**src/rtl/seg7_scan_driver.sv**
```systemverilog
// -----------------------------------------------------------------------------
// seg7_scan_driver
//
// Time-multiplexed driver for an N-digit common-anode hex 7-segment display.
// A shadow copy of the value and decimal points is loaded on 'upd'. The
// display is scanned one digit per slot of REFRESH_DIV clocks, and each nibble
// is decoded to a segment pattern.
//
// At the start of every slot, all digit selects are held off for GUARD cycles
// so that the previous digit's pattern cannot ghost onto the new digit.
//
// When leading-zero blanking is enabled, zero digits above the most
// significant non-zero digit are blanked. Digit 0 is never blanked.
//
// Ports
//   clk        in   1           system clock, rising edge
//   rst_n      in   1           asynchronous active-low reset
//   upd        in   1           load strobe: value/dp_in -> shadow registers
//   value      in   4*N_DIGITS  hex digits, digit i = value[4i+3:4i], 0 = LSD
//   dp_in      in   N_DIGITS    decimal point per digit, 1 = lit
//   lz_en      in   1           1 = blank leading zeros (sampled at slot start)
//   seg        out  8           {dp, a..g}, active-high, registered
//   dig_n      out  N_DIGITS    active-low digit select, registered
//   frame_done out  1           one-cycle pulse when the scan enters digit 0
// -----------------------------------------------------------------------------
module seg7_scan_driver #(
    parameter int N_DIGITS    = 4,
    parameter int REFRESH_DIV = 50000,
    parameter int GUARD       = 8
) (
    input  logic                    clk,
    input  logic                    rst_n,
    input  logic                    upd,
    input  logic [4*N_DIGITS-1:0]   value,
    input  logic [N_DIGITS-1:0]     dp_in,
    input  logic                    lz_en,
    output logic [7:0]              seg,
    output logic [N_DIGITS-1:0]     dig_n,
    output logic                    frame_done
);

    localparam int CNT_W = (REFRESH_DIV > 1) ? $clog2(REFRESH_DIV) : 1;
    localparam int IDX_W = $clog2(N_DIGITS);
    localparam logic [CNT_W-1:0] CNT_LAST = CNT_W'(REFRESH_DIV - 1);
    localparam logic [IDX_W-1:0] IDX_LAST = IDX_W'(N_DIGITS - 1);

    logic [CNT_W-1:0]        cnt_reg, cnt_next;
    logic [IDX_W-1:0]        idx_reg, idx_next;
    // Set on the first tick after reset; keeps all digits dark until then.
    logic                    active_reg, active_next;
    logic [4*N_DIGITS-1:0]   shadow_val_reg;
    logic [N_DIGITS-1:0]     shadow_dp_reg;
    logic [7:0]              seg_reg, seg_next;
    logic [N_DIGITS-1:0]     dig_n_reg, dig_n_next;
    logic                    frame_done_reg, frame_done_next;

    logic                    tick;
    logic                    guard_over;

    logic [N_DIGITS-1:0]     nib_zero;
    logic [N_DIGITS-1:0]     zero_from;
    logic [7:0]              digit_pat [N_DIGITS];

    // Hex nibble to {a,b,c,d,e,f,g}.
    function automatic logic [6:0] hex_to_seg(input logic [3:0] nib);
        logic [6:0] pat;
        case (nib)
            4'h0: pat = 7'h7E;
            4'h1: pat = 7'h30;
            4'h2: pat = 7'h6D;
            4'h3: pat = 7'h79;
            4'h4: pat = 7'h33;
            4'h5: pat = 7'h5B;
            4'h6: pat = 7'h5F;
            4'h7: pat = 7'h72;
            4'h8: pat = 7'h7F;
            4'h9: pat = 7'h73;
            4'hA: pat = 7'h77;
            4'hB: pat = 7'h1F;
            4'hC: pat = 7'h4E;
            4'hD: pat = 7'h3D;
            4'hE: pat = 7'h4F;
            default: pat = 7'h47;
        endcase
        return pat;
    endfunction

    // Per-digit segment pattern from the shadow registers. zero_from[k] is set
    // when digits k..N_DIGITS-1 are all zero, which is the blanking condition.
    generate
        for (genvar gi = 0; gi < N_DIGITS; gi++) begin : g_digit
            assign nib_zero[gi]  = (shadow_val_reg[4*gi +: 4] == 4'h0);
            assign zero_from[gi] = &nib_zero[N_DIGITS-1:gi];
            if (gi == 0) begin : g_lsd
                assign digit_pat[gi] = {shadow_dp_reg[gi],
                                        hex_to_seg(shadow_val_reg[4*gi +: 4])};
            end else begin : g_upper
                assign digit_pat[gi] = {shadow_dp_reg[gi],
                                        (lz_en && zero_from[gi]) ? 7'h00
                                        : hex_to_seg(shadow_val_reg[4*gi +: 4])};
            end
        end
    endgenerate

    // Digit select is enabled once the slot counter has passed the guard window.
    generate
        if (GUARD == 0) begin : g_no_guard
            assign guard_over = 1'b1;
        end else begin : g_guard
            assign guard_over = (cnt_next >= CNT_W'(GUARD));
        end
    endgenerate

    assign tick = (cnt_reg == CNT_LAST);

    always_comb begin
        cnt_next        = tick ? '0 : cnt_reg + 1'b1;
        idx_next        = idx_reg;
        if (tick) begin
            idx_next = (idx_reg == IDX_LAST) ? '0 : idx_reg + 1'b1;
        end
        active_next     = active_reg | tick;
        // seg only changes at a slot boundary, from the shadow as it was before
        // this edge; an upd on the same edge is seen one slot later.
        seg_next        = tick ? digit_pat[idx_next] : seg_reg;
        frame_done_next = tick && (idx_next == '0);
        // Computed from next-state values so the registered select lines up
        // with the slot counter; one-hot-low or all ones, never two digits.
        dig_n_next      = '1;
        if (active_next && guard_over) begin
            dig_n_next[idx_next] = 1'b0;
        end
    end

    always_ff @(posedge clk or negedge rst_n) begin
        if (!rst_n) begin
            cnt_reg        <= '0;
            idx_reg        <= '0;
            active_reg     <= 1'b0;
            shadow_val_reg <= '0;
            shadow_dp_reg  <= '0;
            seg_reg        <= 8'h00;
            dig_n_reg      <= '1;
            frame_done_reg <= 1'b0;
        end else begin
            cnt_reg        <= cnt_next;
            idx_reg        <= idx_next;
            active_reg     <= active_next;
            seg_reg        <= seg_next;
            dig_n_reg      <= dig_n_next;
            frame_done_reg <= frame_done_next;
            if (upd) begin
                shadow_val_reg <= value;
                shadow_dp_reg  <= dp_in;
            end
        end
    end

    assign seg        = seg_reg;
    assign dig_n      = dig_n_reg;
    assign frame_done = frame_done_reg;

endmodule
```
**config.mk**
```make
export PLATFORM = sky130hd
export DESIGN_NAME = seg7_scan_driver
export DESIGN_NICKNAME = d
export VERILOG_FILES = /design/src/rtl/seg7_scan_driver.sv
export SDC_FILE = /design/constraint.sdc
export NUM_CORES = 1
export LEC_CHECK = 0
export BUFFER_PORTS_ARGS = -buffer_cell sky130_fd_sc_hd__buf_2
export CORE_UTILIZATION = 35
export CTS_CLUSTER_SIZE = 16
export DETAILED_ROUTE_END_ITERATION = 16
export PLACE_DENSITY_LB_ADDON = 0.15
export SYNTH_ARGS = -nofsm -noshare
export SYNTH_HDL_FRONTEND = slang
export SYNTH_SLANG_ARGS = --single-unit
```
**constraint.sdc**
```tcl
create_clock -name clk -period 2.45 [get_ports clk]
set_clock_uncertainty 0.2 [all_clocks]
set_input_delay 0.1225 -clock clk [delete_from_list [all_inputs] [get_ports clk]]
set_output_delay 0.1225 -clock clk [all_outputs]
set_load 0.03 [all_outputs]
```
==> metrics.md, run 1 <==
| Metric | Value |
|---|---|
| Result of the run | `finished, final reports clean` |
| Worst slew margin | `60.5%` |
| Die Area | `0.0102 sq mm` |
| Tot GR Track Use | `17.9%` |
| Yosys reg bits | `52` |
| Worst IR Drop VDD | `0.245 mV` |
| Final cycle utilization of the critical path | `95.6%` |
| Count of standard-cell rows | `35` |
| Async S/R FF share, synth | `100%` |
| Commonest cells after routing, fill and taps aside | `48 x dfrtp_1, 36 x nand2_1, 36 x buf_2` |
| Most common library cell in the layout ignoring fill and taps | `dfrtp_1` |
| Number of global-route vias before repair | `2,796` |
| Overall die height | `101 um` |
| Synth top area cells | `dfrtp_1 35%, ha_1 9.8%, mux2_2 4.6%, nand2_1 3.9%, nor2_1 3.8%` |
| Class of the most critical setup path | `reg -> reg` |
| Via/cell ratio | `5.05` |
| Worst Hold Slack | `105 ps` |
| Buffers on Ports | `36` |
| Number of search-and-repair iterations in the first detailed-routing pass | `4` |
| Area taken by flip-flops and latches | `0.00131 sq mm` |
| Combined area of the multi-input logic cells | `0.00200 sq mm` |
| CP Max Fanout | `6` |
| Dominant synthesized flop cell | `dfrtp_1` |
| Inst Count DP | `542` |
| M2 GR Usage | `29.5%` |
| Setup crit end kind | `register` |
| Sum of negative setup slack | `0 ps` |
| Count of distinct cell types in the synthesized netlist | `61` |
| Leading area contributor after synthesis | `dfrtp_1` |
| Routed wire length | `8410 um` |
| Clock tree from TritonCTS | `yes` |
| Detailed Route Iter0 Violations | `69` |
| Wire length of the first global-routing pass | `14,100 um` |
| Number of remaining DRC errors | `0` |
| Power per cell area | `434 mW/mm^2` |
| Detailed-placement wirelength estimate | `6260 um` |
| Area added between synthesis and finish | `25.1%` |
| Count of H-tree levels built during CTS | `2` |
| Synth Area in Simple Gates | `21.2%` |
| Critical Path Start Type | `register` |
| Cells after synthesis | `365` |
| Overall die width | `101 um` |
| Busiest layer in global routing | `met2` |
| Post-route total power | `1860 uW` |
| Final Hold Vio Count | `0` |
| Total standard cell area after synthesis | `0.00343 sq mm` |
| Post-synthesis xor/xnor area fraction | `3.83%` |
| Net count after synthesis | `416` |
| Average routed wire per standard cell | `14.7 um` |
| Transition at the pin with the smallest max-transition slack | `593 ps` |
| Share of the synthesized area in the top cell type | `35.0%` |
| CTS Sinks | `52` |
| Filler instances | `955` |
| Area share of fa/ha/maj cells after synthesis | `9.84%` |
| Min Clock Period, post-route | `2340 ps` |
| Final Max Slew Viols | `0` |
| Classification of the worst-slack hold path | `in -> reg` |
| Fraction of the mapped netlist area in compound gates | `15.7%` |
| Routed vias | `2,889` |
| Layout cell share with drive strength beyond 1 | `26.2%` |
| Post-synthesis mux area share | `7.03%` |
| Required time at the worst-slack endpoint | `2490 ps` |
| Sum of overflow across all layers after global routing | `0` |
| Total setup violations reported at the end of the flow | `0` |
| Cts bufs inserted | `5` |
| Global-route met3 utilization | `2.91%` |
| Core Area | `0.00937 sq mm` |
| Cell at the root of the clock tree | `clkbuf_8` |
| Gpl congestion | `0.904` |
| Clock insertion delay at the later pin of the skew report | `310 ps` |
| Number of antenna cells inserted | `0` |
| Buffer levels on the longest clock path | `2` |
| Post-detailed-route count of antenna-violating nets | `0` |
| Number of synthesized flops with an enable pin | `0` |
| Leakage dissipation | `0.00188 uW` |
| I/O pin count | `37` |
| Post-Synthesis Mean Instance Area | `9.41 sq um` |
| Sequential cell area fraction in the yosys report | `38.0%` |
| Nets | `493` |
| Maximum frequency from static timing analysis | `0.427 GHz` |
| Maxcap violations | `0` |
| Met1 capacity usage during global routing | `24.6%` |
| Arr. time, crit path | `2380 ps` |
| Starting utilization of the core area | `36.6%` |
| Largest net degree at the start of global routing | `32` |
| Initial antenna violation count | `0` |
| Dominant combinational cell family by area after synthesis | `simple AND/OR/NAND/NOR gates` |
| Number of warning messages in the yosys log | `0` |
| Clock-pin slew on the worst setup and hold paths | `100 ps` |
| Final standard cell count with taps included and fillers excluded | `572` |
-- path summary, 6_finish.rpt --
kind | start | slack [ps] | cells after the start | end
worst min-delay path | upd | 110 | 3 | shadow_val_reg[0]
min in group asynchronous | rst_n | 150 | 2 | cnt_reg[14]
worst max register to register | cnt_reg[11] | 110 | 7 | seg[4]
worst max-delay path | cnt_reg[11] | 110 | 7 | seg[4]
max in group asynchronous | rst_n | 1340 | 3 | shadow_val_reg[7]
worst min register to register | active_reg | 290 | 1 | active_reg
-- power breakdown --
part	switching, uW	internal [uW]
combinational	170	158
sequential	47.6	889
clock	296	304
total	513	1350
-- stage by stage --
stage	instance area, sq um	setup slack, ps	util (%)
final	4300	107	45.8
after global routing	4300	-7.36	45.8
after floorplan	3430	174	-
after detailed placement	3940	63.4	42.1
after global placement	3940	51.4	42.1
after CTS	4260	31.9	45.5
-- area by class of cell --
cell class / instances / area share [%]
tap: 129 / 3.76
timing repair buffer: 91 / 15.3
clock buffer: 6 / 1.69
inverter: 16 / 1.40
multi-input combinational: 276 / 46.6
sequential: 52 / 30.4
clock inverter: 2 / 0.816
-- synthesized netlist by cell type, types with 3 or more instances --
| cell type | number |
|---|---|
| a2111oi_0 | 5 |
| a211oi_1 | 5 |
| a21oi_1 | 15 |
| a221oi_1 | 3 |
| a311oi_1 | 4 |
| a31oi_1 | 3 |
| buf_2 | 7 |
| clkbuf_1 | 11 |
| dfrtp_1 | 48 |
| dfstp_2 | 4 |
| ha_1 | 27 |
| inv_1 | 16 |
| mux2_2 | 14 |
| mux2i_1 | 5 |
| nand2_1 | 36 |
| nand2b_1 | 3 |
| nand3_1 | 9 |
| nand3_2 | 3 |
| nand4_1 | 4 |
| nor2_1 | 35 |
| nor2b_1 | 10 |
| nor3_1 | 4 |
| nor4_1 | 6 |
| nor4bb_1 | 3 |
| o211ai_1 | 4 |
| o21ai_0 | 22 |
| o311ai_0 | 3 |
| or2_2 | 4 |
| xnor2_1 | 9 |
| xor2_1 | 6 |
-- layer usage --
layer,part of all wire (%),up-vias
li1,-,1462
met1,49,1381
met2,48,44
met3,3.0,2
met4,0.45,0
met5,0,-
-- repair_timing --
| action | CTS | global route |
|---|---|---|
| setup endpoints to repair | 0 | 7 |
| buffers inserted | 0 | 1 |
| endpoints found under the hold margin | 39 | 0 |
| gates resized for setup | 0 | 9 |
| hold buffers | 21 | 0 |
-- kinds of logic (layout without fill, tap and decap cells) --
logic type | after synthesis | count (layout)
AND/OR/NAND/NOR | 134 | 134
flip-flops | 52 | 52
multiplexers | 21 | 21
buffers and inverters | 37 | 115
XOR/XNOR | 15 | 15
adder cells (fa/ha/maj) | 27 | 27
AO/OA/AOI/OAI | 79 | 79
-- critical path: stages (launching register included) --
cell,delay [ps]
dfrtp_1,460
nor4bb_1,380
and4_1,290
mux2i_1,100
a31oi_2,250
buf_4,190
o311ai_0,200
a21oi_1,190
Power figures use the tool's default switching activity.
==> inputs of run 2 (changes only) <==
CTS_BUF_LIST = sky130_fd_sc_hd__clkbuf_8   (was unset)
PLACE_DENSITY = 0.52   (was unset)
PLACE_DENSITY_LB_ADDON = unset   (was 0.15)
clock period = 2.3 ns   (was 2.45 ns; I/O delays follow)
==> run 2 against run 1 <==
Compared with the run above: worst setup slack got worse by 34 ps; critical path depth unchanged; flip-flop and latch count unchanged.
==> metrics.md, run 2 (synthesis results as in run 1) <==
| Metric | Value |
|---|---|
| Result of the run | `finished, final reports clean` |
| Setup crit end kind | `register` |
| Die Area | `0.0102 sq mm (unchanged)` |
| Gpl congestion | `0.858 (-5.1%)` |
| Count of H-tree levels built during CTS | `2 (unchanged)` |
| Clock-pin slew on the worst setup and hold paths | `100 ps (about the same)` |
| Maxcap violations | `0 (unchanged)` |
| Required time at the worst-slack endpoint | `2340 ps (-150 ps)` |
| Buffer levels on the longest clock path | `2 (unchanged)` |
| Buffers on Ports | `36 (unchanged)` |
| Number of antenna cells inserted | `0 (unchanged)` |
| Cell depth of the worst hold path | `3 (unchanged)` |
| Core Area | `0.00937 sq mm (unchanged)` |
| Number of global-route vias before repair | `2,732 (-2.3%)` |
| Sum of overflow across all layers after global routing | `0 (unchanged)` |
| Maximum frequency from static timing analysis | `0.449 GHz (+5.2%)` |
| Cts bufs inserted | `5 (unchanged)` |
| Power per cell area | `438 mW/mm^2 (+0.92%)` |
| Commonest cells after routing, fill and taps aside | `47 x dfrtp_1, 44 x buf_4, 36 x nand2_1, 36 x buf_2, 34 x nor2_1` |
| Worst Hold Slack | `101 ps (-3.98 ps)` |
| Filler instances | `912 (-4.5%)` |
| Leakage dissipation | `0.00201 uW (+7.2%)` |
| CP Max Fanout | `8 (+2)` |
| PnR worst setup slack | `73.1 ps (-33.6 ps)` |
| Class of the most critical setup path | `reg -> reg` |
| Startpoint of the worst register-to-register path | `cnt_reg[4]` |
| Tot GR Track Use | `17.1% (-0.81 points)` |
| Worst setup path start | `cnt_reg[4]` |
| Via/cell ratio | `5.10 (+0.96%)` |
| Cell at the root of the clock tree | `clkbuf_8` |
| Min Clock Period, post-route | `2230 ps (-116 ps)` |
| Routed vias | `2,988 (+3.4%)` |
| Layout cell share with drive strength beyond 1 | `31.3% (+5.1 points)` |
| Number of search-and-repair iterations in the first detailed-routing pass | `4 (unchanged)` |
| Clock insertion delay at the later pin of the skew report | `300 ps (about the same)` |
| Average routed wire per standard cell | `14.5 um (-1.6%)` |
| Initial antenna violation count | `0 (unchanged)` |
| Post-Place Worst Slack | `-187 ps (-250 ps)` |
| Transition at the pin with the smallest max-transition slack | `630 ps (+37.4 ps)` |
| Reg2reg setup slack | `70 ps (-30 ps)` |
| Area added between synthesis and finish | `32.7%` |
| Detailed Route Iter0 Violations | `79 (+14%)` |
| Routed wire length | `8470 um (+0.76%)` |
| Most common library cell in the layout ignoring fill and taps | `dfrtp_1` |
| Total setup violations reported at the end of the flow | `0 (unchanged)` |
| Worst hold path startpoint | `upd` |
| Final Max Slew Viols | `0 (unchanged)` |
| Cells on worst reg2reg path | `7 (unchanged)` |
| Critical Path Start Type | `register` |
| Overall die width | `101 um (unchanged)` |
| Clock tree from TritonCTS | `yes` |
| I/O pin count | `37 (unchanged)` |
| Final cycle utilization of the critical path | `96.8% (+1.2 points)` |
| Number of remaining DRC errors | `0 (unchanged)` |
| Classification of the worst-slack hold path | `in -> reg` |
| Worst IR Drop VDD | `0.206 mV (-16%)` |
| Largest net degree at the start of global routing | `32 (unchanged)` |
| Starting utilization of the core area | `36.6% (unchanged)` |
| Count of standard-cell rows | `35 (unchanged)` |
| Final Hold Vio Count | `0 (unchanged)` |
| Post-route total power | `1990 uW (+7.0%)` |
| Detailed-placement wirelength estimate | `6150 um (-1.7%)` |
| Worst slew margin | `58.0% (-2.5 points)` |
| CTS Sinks | `52 (unchanged)` |
| Post-detailed-route count of antenna-violating nets | `0 (unchanged)` |
| Overall die height | `101 um (unchanged)` |
| Nets | `507 (+2.8%)` |
| Arr. time, crit path | `2260 ps (-120 ps)` |
| Wire length of the first global-routing pass | `13,500 um (-4.2%)` |
## run 2: power breakdown
| part | internal (uW) | switching [uW] | leakage [uW] | total, uW |
|---|---|---|---|---|
| registers | 947 | 39.6 | 0.000619 | 986 |
| clock network | 319 | 311 | 0.0000593 | 630 |
| logic | 182 | 196 | 0.00133 | 378 |
| total | 1450 | 546 | 0.00201 | 1990 |
## run 2: repair_timing
| action | in CTS | in global routing |
|---|---|---|
| resized for setup | 2 | 33 |
| endpoints found under the hold margin | 41 | 0 |
| endpoints found under the setup margin | 2 | 10 |
| pin swaps | 2 | 10 |
| cloned | 0 | 0 |
| buffers inserted | 3 | 1 |
| hold buffers | 21 | 0 |
## run 2: layout make-up
type	count	area, sq um	share of cell area, %
clock inverter	3	38.8	0.852
timing repair buffer	105	774	17.0
sequential	52	1310	28.7
tap	129	161	3.54
multi-input combinational	276	2140	47.1
inverter	16	60.1	1.32
clock buffer	5	68.8	1.51
## run 2: worst paths after layout
| check | end |
|---|---|
| worst max-delay path | dig_n[2] |
| worst min-delay path | shadow_val_reg[1] |
| worst max register to register | dig_n[2] |
| worst min register to register | seg[7] |
| max in group asynchronous | shadow_val_reg[7] |
| min in group asynchronous | cnt_reg[6] |
## run 2: critical path, stage by stage (launching register included)
cell and delay, ps:
dfrtp_1 390, buf_4 190, nand3_4 160, nor4_4 300, xor2_1 230, nand4b_1 220, o311ai_4 110, or3b_1 360
## run 2: routing by layer
layer / routed length (um) / GRT usage, %
met2: 4110 / 27.4
met3: 180 / 2.01
met4: 195 / 5.69
met5: 0 / 0
met1: 3980 / 23.8
## run 2: stage by stage
stage	instances	TNS [ps]	util (%)	cell area (sq um)
after floorplan	365	0	-	3430
after global placement	553	-203	43.0	4030
after detailed placement	553	-205	43.0	4030
after CTS	585	0	46.7	4370
after global routing	586	-115	48.6	4550
final	586	0	48.6	4550
==> inputs of run 3 (changes only) <==
RECOVER_POWER = 25   (was unset)
==> run 3 against run 2 <==
Compared with the run above: the run now ends with max-capacitance violations, max-slew violations left; cell count unchanged; count of clock-buffer cells in the layout unchanged; via count barely moved; critical path type unchanged.
==> metrics.md, run 3 (synthesis results as in run 1) <==
| Metric | Value |
|---|---|
| Power per cell area | `438 mW/mm^2 (about the same)` |
| Required time at the worst-slack endpoint | `2300 ps (-40 ps)` |
| Inst Count DP | `553 (unchanged)` |
| Crit path largest cell delay | `400 ps (about the same)` |
| Maximum frequency from static timing analysis | `0.450 GHz (+0.11%)` |
| Critical Path Start Type | `register` |
| Kind of cell adding the most delay to the critical path | `simple AND/OR/NAND/NOR gates` |
| Share of power burned in combinational logic | `18.9% (about the same)` |
| Buffer levels on the longest clock path | `2 (unchanged)` |
| Worst IR Drop VDD | `0.206 mV (about the same)` |
| Sum of overflow across all layers after global routing | `0 (unchanged)` |
| Number of global-route vias before repair | `2,732 (unchanged)` |
| Arr. time, crit path | `2220 ps (-40 ps)` |
| Number of remaining DRC errors | `0 (unchanged)` |
| CTS Sinks | `52 (unchanged)` |
| Total setup violations reported at the end of the flow | `0 (unchanged)` |
| Post-Place Worst Slack | `-187 ps (unchanged)` |
| Number of search-and-repair iterations in the first detailed-routing pass | `4 (unchanged)` |
| Commonest cells after routing, fill and taps aside | `47 x dfrtp_1, 43 x buf_4, 36 x nand2_1` |
| Count of H-tree levels built during CTS | `2 (unchanged)` |
| Average routed wire per standard cell | `14.5 um (about the same)` |
| Overall die height | `101 um (unchanged)` |
| Filler instances | `914 (+0.22%)` |
| Worst slew margin | `-1.07% (-59 points)` |
| Cts bufs inserted | `5 (unchanged)` |
| Share of total power in sequential cells | `49.5% (about the same)` |
| Via/cell ratio | `5.10 (about the same)` |
| Busiest layer in global routing | `met2` |
| Wire length of the first global-routing pass | `13,500 um (unchanged)` |
| Setup crit end kind | `register` |
| Routed wire length | `8480 um (about the same)` |
| Internal power summed over all cells | `1450 uW (about the same)` |
| Classification of the worst-slack hold path | `in -> reg` |
| Nets | `507 (unchanged)` |
| Area added between synthesis and finish | `32.5%` |
| Final cycle utilization of the critical path | `96.7% (-0.10 points)` |
| Worst Hold Slack | `101 ps (-0.0570 ps)` |
| Cell type of the slowest stage on the worst timing path | `dfrtp_1` |
| Result of the run | `finished, violations left` |
| Maxcap violations | `1 (+1)` |
| Starting utilization of the core area | `36.6% (unchanged)` |
| Post-detailed-route count of antenna-violating nets | `0 (unchanged)` |
| Violated checks | `max-capacitance violations, max-slew violations` |
| Global-route met3 utilization | `2.01% (unchanged)` |
| Leakage dissipation | `0.00201 uW (-0.31%)` |
| Min Clock Period, post-route | `2220 ps (-2.41 ps)` |
| Most common library cell in the layout ignoring fill and taps | `dfrtp_1` |
| Routed vias | `2,990 (+0.067%)` |
| Core Area | `0.00937 sq mm (unchanged)` |
| Final standard cell count with taps included and fillers excluded | `586 (unchanged)` |
| Number of antenna cells inserted | `0 (unchanged)` |
| Series of cell instances along the critical path | `nor4bb_2 > and4_4 > mux2i_4 > a31oi_2 > buf_6 > a2111oi_4 > nor2_1` |
| Sw frac | `27.4% (about the same)` |
| Tot GR Track Use | `17.1% (unchanged)` |
| Detailed-placement wirelength estimate | `6150 um (unchanged)` |
| Initial antenna violation count | `0 (unchanged)` |
| Largest net degree at the start of global routing | `32 (unchanged)` |
| Clock insertion delay at the later pin of the skew report | `310 ps (about the same)` |
| Class of the most critical setup path | `reg -> reg` |
| Buffers on Ports | `36 (unchanged)` |
| Power dissipated by switching net loads | `546 uW (about the same)` |
| Cell at the root of the clock tree | `clkbuf_8` |
| Gpl congestion | `0.858 (unchanged)` |
| Count of standard-cell rows | `35 (unchanged)` |
| PnR worst setup slack | `75.5 ps (+2.41 ps)` |
| Clock-pin slew on the worst setup and hold paths | `100 ps (about the same)` |
| Die Area | `0.0102 sq mm (unchanged)` |
| Share of power burned in the clock network | `31.6% (about the same)` |
| Overall die width | `101 um (unchanged)` |
| Transition at the pin with the smallest max-transition slack | `1520 ps (+886 ps)` |
| Final Hold Vio Count | `0 (unchanged)` |
| I/O pin count | `37 (unchanged)` |
| Detailed Route Iter0 Violations | `79 (unchanged)` |
| Layout cell share with drive strength beyond 1 | `30.9% (-0.44 points)` |
| Met1 capacity usage during global routing | `23.8% (unchanged)` |
| CP Max Fanout | `6 (-2)` |
| Clock tree from TritonCTS | `yes` |
| M2 GR Usage | `27.4% (unchanged)` |
| Final Max Slew Viols | `26 (+26)` |
| Sum of negative setup slack | `0 ps (unchanged)` |
| Sum of buffers and inverters on the critical path | `1 (unchanged)` |
run 3: cell count changes in the layout (fill, tap and decap cells not counted), sizes merged:
cell	change
buf	-2
clkbuf	+2
run 3: per-layer routing:
metal / vias to the layer above / routed length [um]
li1: 1496 / -
met1: 1425 / 3970
met2: 56 / 4100
met3: 13 / 203
met4: 0 / 195
met5: - / 0
run 3: layout make-up:
| class | instances | area, sq um | share of cell area, % |
|---|---|---|---|
| multi-input cells | 276 | 2140 | 47.1 |
| flip-flops and latches | 52 | 1310 | 28.7 |
| repair buffers | 105 | 769 | 16.9 |
| well taps | 129 | 161 | 3.55 |
| clock buffers | 5 | 68.8 | 1.51 |
| inverters | 16 | 60.1 | 1.32 |
| clock inverters | 3 | 38.8 | 0.853 |
run 3: repair_timing:
item / in CTS / in global routing
endpoints found under the hold margin: 41 / 0
hold buffers: 21 / 0
cloned: 0 / 0
pin swaps: 2 / 10
resized for setup: 2 / 33
buffers inserted: 3 / 1
endpoints found under the setup margin: 2 / 10
run 3: power groups by stage:
| stage | Sequential [uW] | Clock (uW) | Combinational [uW] |
|---|---|---|---|
| floorplan | 992 | 0 | 228 |
| global placement | 1000 | 0 | 342 |
| detailed placement | 1000 | 0 | 344 |
| CTS | 986 | 660 | 374 |
| global route | 995 | 687 | 426 |
| finish | 986 | 631 | 376 |
run 3: metrics by stage:
step	utilization (%)	instance area (sq um)	power [uW]
after floorplan	-	3430	1220
after global placement	43.0	4030	1340
after detailed placement	43.0	4030	1350
after CTS	46.7	4370	2020
after global routing	48.5	4550	2110
final	48.5	4550	1990
run 3: worst paths after layout:
path                              from                end  slack, ps  cells past startpoint
max                        cnt_reg[11]             seg[6]         80                      7
min                                upd  shadow_val_reg[1]        100                      3
max reg2reg                cnt_reg[11]             seg[6]         80                      7
min reg2reg                     seg[7]             seg[7]        280                      2
max in group asynchronous        rst_n             seg[2]        500                      2
min in group asynchronous        rst_n         cnt_reg[6]        510                      2
run 3: worst reg2reg max path: cells and delay by family, from the launching register on:
| kind | cells | cell delay [ps] |
|---|---|---|
| AOI/OAI and AO/OA | 2 | 400 |
| buffers and inverters | 1 | 150 |
| DFF | 1 | 400 |
| muxes | 1 | 240 |
| and+or+nand+nor | 3 | 720 |
